<file path="src/rtl/key_repeat_conditioner.sv">
// Push-button conditioner: 2-flop synchronizer, debounce FSM, press/release
// pulses and auto-repeat with a long-hold indication.
module key_repeat_conditioner #(
  parameter int DB_CYCLES  = 500000,
  parameter int RPT_DELAY  = 25000000,
  parameter int RPT_PERIOD = 5000000
) (
  input  logic CLK,
  input  logic nRST,
  input  logic key_in,
  output logic key_level,
  output logic key_press,
  output logic key_release,
  output logic key_repeat,
  output logic long_hold
);

  localparam int MAX_AB = (DB_CYCLES > RPT_DELAY) ? DB_CYCLES : RPT_DELAY;
  localparam int MAX_P  = (MAX_AB > RPT_PERIOD) ? MAX_AB : RPT_PERIOD;
  localparam int CW     = $clog2(MAX_P) + 1;

  localparam logic [CW-1:0] DB_LAST     = CW'(DB_CYCLES - 1);
  localparam logic [CW-1:0] DELAY_LAST  = CW'(RPT_DELAY - 1);
  localparam logic [CW-1:0] PERIOD_LAST = CW'(RPT_PERIOD - 1);
  localparam logic [CW-1:0] CNT_ONE     = CW'(1);

  localparam logic [2:0] IDLE       = 3'd0;
  localparam logic [2:0] PRESS_DB   = 3'd1;
  localparam logic [2:0] HELD_WAIT  = 3'd2;
  localparam logic [2:0] HELD_RPT   = 3'd3;
  localparam logic [2:0] RELEASE_DB = 3'd4;

  logic          key_sync_p0;
  logic          ks;
  logic [2:0]    state;
  logic [CW-1:0] db_cnt;
  logic [CW-1:0] rpt_cnt;
  logic [CW-1:0] rpt_last;

  // long_hold doubles as the "already past the initial delay" flag
  always_comb begin
    rpt_last = long_hold ? PERIOD_LAST : DELAY_LAST;
  end

  always_ff @(posedge CLK or negedge nRST) begin
    if (!nRST) begin
      key_sync_p0 <= 1'b0;
      ks          <= 1'b0;
      state       <= IDLE;
      db_cnt      <= '0;
      rpt_cnt     <= '0;
      key_level   <= 1'b0;
      key_press   <= 1'b0;
      key_release <= 1'b0;
      key_repeat  <= 1'b0;
      long_hold   <= 1'b0;
    end else begin
      // synchronizer stage boundary: key_in -> key_sync_p0 -> ks
      key_sync_p0 <= key_in;
      ks          <= key_sync_p0;
      key_press   <= 1'b0;
      key_release <= 1'b0;
      key_repeat  <= 1'b0;
      case (state)
        IDLE: begin
          if (ks) begin
            state  <= PRESS_DB;
            db_cnt <= CNT_ONE;
          end
        end
        PRESS_DB: begin
          if (!ks) begin
            state  <= IDLE;
            db_cnt <= '0;
          end else if (db_cnt == DB_LAST) begin
            state      <= HELD_WAIT;
            db_cnt     <= '0;
            rpt_cnt    <= '0;
            key_level  <= 1'b1;
            key_press  <= 1'b1;
            key_repeat <= 1'b1;
          end else begin
            db_cnt <= db_cnt + CNT_ONE;
          end
        end
        HELD_WAIT, HELD_RPT: begin
          if (!ks) begin
            state  <= RELEASE_DB;
            db_cnt <= CNT_ONE;
          end else if (rpt_cnt == rpt_last) begin
            key_repeat <= 1'b1;
            rpt_cnt    <= '0;
            if (state == HELD_WAIT) begin
              long_hold <= 1'b1;
              state     <= HELD_RPT;
            end
          end else begin
            rpt_cnt <= rpt_cnt + CNT_ONE;
          end
        end
        RELEASE_DB: begin
          if (ks) begin
            state  <= long_hold ? HELD_RPT : HELD_WAIT;
            db_cnt <= '0;
            // the bounce-return edge is a held edge, so it still counts;
            // stopping at the terminal value defers that pulse one edge
            if (rpt_cnt != rpt_last) begin
              rpt_cnt <= rpt_cnt + CNT_ONE;
            end
          end else if (db_cnt == DB_LAST) begin
            state       <= IDLE;
            db_cnt      <= '0;
            rpt_cnt     <= '0;
            key_level   <= 1'b0;
            key_release <= 1'b1;
            long_hold   <= 1'b0;
          end else begin
            db_cnt <= db_cnt + CNT_ONE;
          end
        end
        default: begin
          state <= IDLE;
        end
      endcase
    end
  end

endmodule
</file>
<file path="config.mk">
export PLATFORM = sky130hd
export DESIGN_NAME = key_repeat_conditioner
export DESIGN_NICKNAME = d
export VERILOG_FILES = /design/src/rtl/key_repeat_conditioner.sv
export SDC_FILE = /design/constraint.sdc
export NUM_CORES = 1
export LEC_CHECK = 0
export ABC_AREA = 0
export CAP_MARGIN = 20
export CORE_ASPECT_RATIO = 1.4
export CORE_MARGIN = 2
export CORE_UTILIZATION = 55
export DETAILED_ROUTE_END_ITERATION = 6
export DONT_BUFFER_PORTS = 1
export PLACE_DENSITY = 0.74
export SETUP_SLACK_MARGIN = 0.5
export SLEW_MARGIN = 5
export SYNTH_ARGS = -nofsm -noshare
export SYNTH_HDL_FRONTEND = slang
export SYNTH_SLANG_ARGS = --single-unit
export TNS_END_PERCENT = 10
</file>
<file path="constraint.sdc">
create_clock -name CLK -period 2.8 [get_ports CLK]
set_input_delay 0.56 -clock CLK [delete_from_list [all_inputs] [get_ports CLK]]
set_output_delay 0.56 -clock CLK [all_outputs]
set_load 0.02 [all_outputs]
</file>
# --- Word-level counts from Yosys, hierarchy flattened ---
# Index checks and enable logic that the tools add are counted.
# Widths: inputs -> output; s select.
totals:
  input_bits: 3
  out_inout_bits: 5
  reg_bits: 62
  elab_cells: 85
classes:
  n_mux: 41
  n_addsub: 2
  eq_ne: 21
  n_reduce_logical: 11
ops:
  columns: ["operator", "n"]
  rows:
  - ["$mux 26", 11]
  - ["$pmux 26 s4", 1]
  - ["$pmux 26 s3", 1]
  - ["$add 26x1->26 const B", 2]
  - ["$eq 26x19->1 const B", 1]
  - ["$eq 26x25->1", 1]
  - ["$ne 26x25->1", 1]
  - ["$mux 25", 1]
  - ["$mux 3", 8]
  - ["$ne 2x2->1 const B", 9]
  - ["$mux 1", 15]
  - ["$ne 3x3->1 const B", 5]
  - ["$pmux 3 s4", 1]
  - ["$reduce_and 5->1", 2]
  - ["$eq 3x2->1 const B", 2]
  - ["$pmux 1 s2", 3]
  - ["$reduce_and 6->1", 1]
  - ["$reduce_and 4->1", 1]
  - ["$reduce_bool 2->1", 2]
  - ["$reduce_bool 4->1", 1]
  - ["$eq 3x1->1 const B", 1]
  - ["$eq 3x3->1 const B", 1]
  - ["$logic_not 3->1", 1]
  - ["$reduce_and 3->1", 1]
  - ["other kinds (2)", 2]

# --- Longest topological paths before layout ---
logic_depth:
  depth_word: 5
  ltp_mapped: 9
  depth_no_buf: 7

# --- Worst setup path before layout ---
# OpenSTA, ideal clock, no wires.
synth_path:
  path_kind: "register to register"
  start: "reg db_cnt[10]"
  end: "reg rpt_cnt[24]"
  setup_slack_ns: 0.069
  arrival_ns: 2.605
  stages_incl_launch_ff: 10
  n_path_buf: 3
  path_cell_list: "dfrtp_1 buf_6 or4b_1 or4_4 nor2_8 nor2_4 or2_1 buf_6 buf_8 a221o_1"
synth_between:
  elab_chain_len: 4
  word_cells_on_any_way: 5
  cone_classes: "1 x eq/ne; 4 x mux"
synth_rtl:
  columns: ["item", "line", "rtl"]
  rows:
  - ["from (decl)", "36", "logic [CW-1:0] db_cnt;"]
  - ["from (signal assigned)", "83", "db_cnt <= db_cnt + CNT_ONE;"]
  - ["from (signal assigned)", "118", "db_cnt <= db_cnt + CNT_ONE;"]
  - ["$eq 26x19->1 *", "75, 110", null]
  - ["$mux 26 *", null, null]
  - ["$mux 26 (on tied branches)", null, null]
  - ["$pmux 26 s3 *", null, null]
  - ["to (signal assigned)", "98", "rpt_cnt <= rpt_cnt + CNT_ONE;"]
  - ["to (signal assigned)", "108", "rpt_cnt <= rpt_cnt + CNT_ONE;"]
  - ["to (decl)", "37", "logic [CW-1:0] rpt_cnt;"]
# Every way passes the cells marked *; elsewhere a longest branch is shown, timed or not. The select of a mux whose other input is x is not followed.
# A chain may end at the register's enable or synchronous reset.

# --- Worst setup path after layout ---
layout_path:
  start: "reg rpt_cnt[9]"
  end: "reg rpt_cnt[9]"
layout_between:
  elab_chain_len: 4
  word_cells_on_any_way: 12
  cone_classes: "1 x add/sub; 3 x eq/ne; 7 x mux; 1 x reduce/logical"
layout_rtl:
  columns: ["item", "line", "rtl"]
  rows:
  - ["$add 26x1->26 or $eq 26x25->1 (tied branches)", "98, 108, 90", null]
  - ["$mux 26 (on tied branches)", "107, 90", null]
  - ["$mux 26 (on tied branches)", "102, 87", null]
  - ["$pmux 26 s3", "64", "case (state)"]
# Several ways; a longest one is shown, not always the timed one. The select of a mux whose other input is x is not followed.

==> flow_summary_export.csv <==
group,metric,value,unit
worst_setup_path,critPathLaunchType,"register",
power_and_ir_drop,p_per_area,550.2,mW/mm2
die,start_util,56.55,%
cts,root_buffer,"clkbuf_8",
worst_setup_path,r2r-end,"rpt_cnt[9]",
detailed_routing,wl,9423,um
worst_setup_path,cp_max_fo,6,
die,pin_count,8,
synthesis,synth_edf_count,0,
power_and_ir_drop,p_clk_share,36.2,%
job,maxCapViolCount,0,
sta,fin_ws,0.3111,ns
detailed_routing,vias_per_cell,6.470,
synthesis,syn_nets,386,
sta,rsz0062_at_grt,"yes",
cts,cts_tree,"yes",
die,fp.dieW,71.31,um
detailed_routing,ant_nets,0,
worst_setup_path,regToRegSetupSlack,0.31,ns
detailed_routing,first_iter_violations,312,
worst_setup_path,cp_slowest_stage_delay,0.51,ns
placed_design,hpwl,5598,um
die,die_area,0.007004,mm2
die,die_y,98.23,um
cts,clk_path_buf_depth,2,
sta,final_max_slew_viol_count,0,
sta,finalHoldViolCount,0,
sta,tns,0,ns
power_and_ir_drop,power.switching,0.6427,mW
worst_setup_path,cp_data_required_time,3.02,ns
layout,stdcell_count,496,
sta,setup_viol,0,
placed_design,placed_cells,457,
detailed_routing,drt-pass1-iter-count,5,
global_routing,grt_pass1_wl,15240,um
global_routing,grt_pass1_vias,3214,
global_routing,grt_antenna_before_repair,0,
worst_setup_path,crit_type,"reg2reg",
worst_setup_path,crit_path_end_kind,"register",
layout,drive_above_1_share,23.82,%
placed_design,place_ws,0.07285,ns
cts,htreeDepth,3,
cts,cts_buffers,9,
synthesis,ys_async_sr_fraction,100.0,%
synthesis,synth-seq-cells,62,
placed_design,portBuffers,0,
layout,diodes,0,
detailed_routing,drc_errors,0,
synthesis,ys.flop_type,"dfrtp_1",
detailed_routing,wl_per_cell,19.00,um
power_and_ir_drop,ir_drop,364.9,uV
sta,min_period,2.489,ns
sta,max_slew.worst_pin.slew,0.7222,ns
cts,cts.clk_slew.worst_paths,0.07,ns
synthesis,synth_seq_area_share,44.48,%
detailed_routing,num_vias,3209,
sta,slew_headroom,51.35,%
synthesis,syn_inst,381,
global_routing,overflow,0,
synthesis,yosys_warnings,0,
cts,clkSinkCount,62,
layout,final_core_util,69.05,%
power_and_ir_drop,p_leak,1.855,nW
synthesis,ys_types,59,
global_routing,grt_max_degree,63,
sta,period_share,88.89,%
worst_setup_path,ff2ff_path_depth,6,
layout,final_cell_mix,"55 x dfrtp_1, 41 x nor2_1, 35 x nand2_1",
sta,fmax,401.8,MHz
die,core,0.006168,mm2
layout,area_growth,22.09,%
synthesis,synth.avg_cell_area,9.156,um2
layout,layout_commonest_cell,"dfrtp_1",
layout,nNetsFinal,424,
global_routing,gr-usage-all-layers,27.62,%
power_and_ir_drop,p_int,1.701,mW
worst_setup_path,r2r-start,"rpt_cnt[9]",
outcome,outcome,"finished clean",
worst_setup_path,crit_slowest_cell,"or4_4",
die,core.rowCount,34,
sta,clock_skew,0.008601,ns
worst_hold_path,hold_class,"in2async",
placed_design,gp_routability_congestion,0.8614,
power_and_ir_drop,power_frac_seq,40.7,%
worst_setup_path,cp_data_arrival_time,2.71,ns
worst_setup_path,crit_chain,"nand3b_1 -> or4_4 -> a2111oi_4 -> o21ai_1 -> and3_1 -> a211o_1",
cts,insertion_delay,0.34,ns
power_and_ir_drop,switching_share,27.42,%
power_and_ir_drop,combinationalPowerShare,23.1,%
synthesis,netlist_area,0.003488,mm2
## power by group through the flow
| stage | clock (mW) | sequential [mW] | combinational, mW |
|---|---|---|---|
| 3_3_place_gp | 0 | 0.964 | 0.283 |
| 4_1_cts | 0.856 | 0.949 | 0.493 |
| 3_5_place_dp | 0 | 0.966 | 0.292 |
| 6_report | 0.849 | 0.954 | 0.541 |
| 2_1_floorplan | 0 | 0.960 | 0.174 |
| 5_1_grt | 0.902 | 0.957 | 0.578 |
## critical path: cells and delay by family (launching register included)
kind | cells | cell delay, ns
flops | 1 | 0.44
compound gates | 3 | 1.00
simple gates | 3 | 0.93
## sequential cells by signal, indices dropped and copies added (netlist names)
signal and flops:
key_release 1, key_sync_p0 1, key_level 1, db_cnt 26
long_hold 1, rpt_cnt 26, key_press 1, ks 1
state 3, key_repeat 1
## Yosys cell counts, types with 6 or more instances
cell,instances,area [um2]
dfrtp_1,62,1551
and3_1,13,81.33
xor2_1,16,140.1
nand2_1,35,131.4
clkbuf_1,10,37.54
or3_1,12,75.07
and2_1,6,37.54
a21oi_1,14,70.07
nor2_1,43,161.4
nand4_1,12,75.07
xnor2_1,7,61.31
inv_1,10,37.54
nor3_1,14,70.07
o21ai_0,22,110.1
nor4_1,6,37.54
nand3_1,21,105.1
## area by class of cell
cell class / count / area (um2)
clock buffers: 13 / 178.9
clock inverters: 3 / 40.04
fillers: 443 / 1909
inverters: 11 / 41.29
multi-input cells: 296 / 1931
flip-flops and latches: 62 / 1560
well taps: 72 / 90.09
repair buffers: 39 / 417.9
## worst max path at each step
| stage | startpoint | endpoint | cells past startpoint |
|---|---|---|---|
| 3_3_place_gp | rpt_cnt[8] | rpt_cnt[9] | 6 |
| 3_5_place_dp | db_cnt[19] | rpt_cnt[6] | 6 |
| 6_report | rpt_cnt[9] | rpt_cnt[9] | 6 |
| 4_1_cts | db_cnt[10] | rpt_cnt[15] | 6 |
| 2_1_floorplan | db_cnt[19] | rpt_cnt[24] | 8 |
| 5_1_grt | state[1] | rpt_cnt[6] | 7 |
## stage by stage
stage	cell area [um2]	hold slack, ns	power (mW)
2_1_floorplan	3498	0.2644	1.134
3_3_place_gp	3656	0.2658	1.247
4_1_cts	4105	0.09405	2.298
3_5_place_dp	3656	0.2661	1.257
6_report	4259	0.06869	2.343
5_1_grt	4259	0.08626	2.437
## timing repair
| item | 4_1_cts | 5_1_grt |
|---|---|---|
| gates resized for setup | 15 | 25 |
| buffers inserted | 10 | 7 |
| hold buffers | 1 | 0 |
| endpoints found under the hold margin | 62 | 0 |
| pin swaps | 12 | 5 |
| gates cloned | 5 | 0 |
| endpoints found under the setup margin | 53 | 57 |
## logic make-up after synthesis
logic type | after synthesis | share of synthesized area [%]
AOI/OAI and AO/OA | 80 | 16.54
xor gates and xnor gates | 23 | 5.775
adders and majority gates | 2 | 0.7172
buffers and inverters | 24 | 3.336
DFF | 62 | 44.48
and+or+nand+nor | 190 | 29.16
## metal layers
metal	track usage, %	routed length (um)
met1	31.15	3410
met2	47.08	5092
met3	7.224	585
met4	14.51	334
met5	0	0
Note: power is estimated with default switching activity, not from simulation.
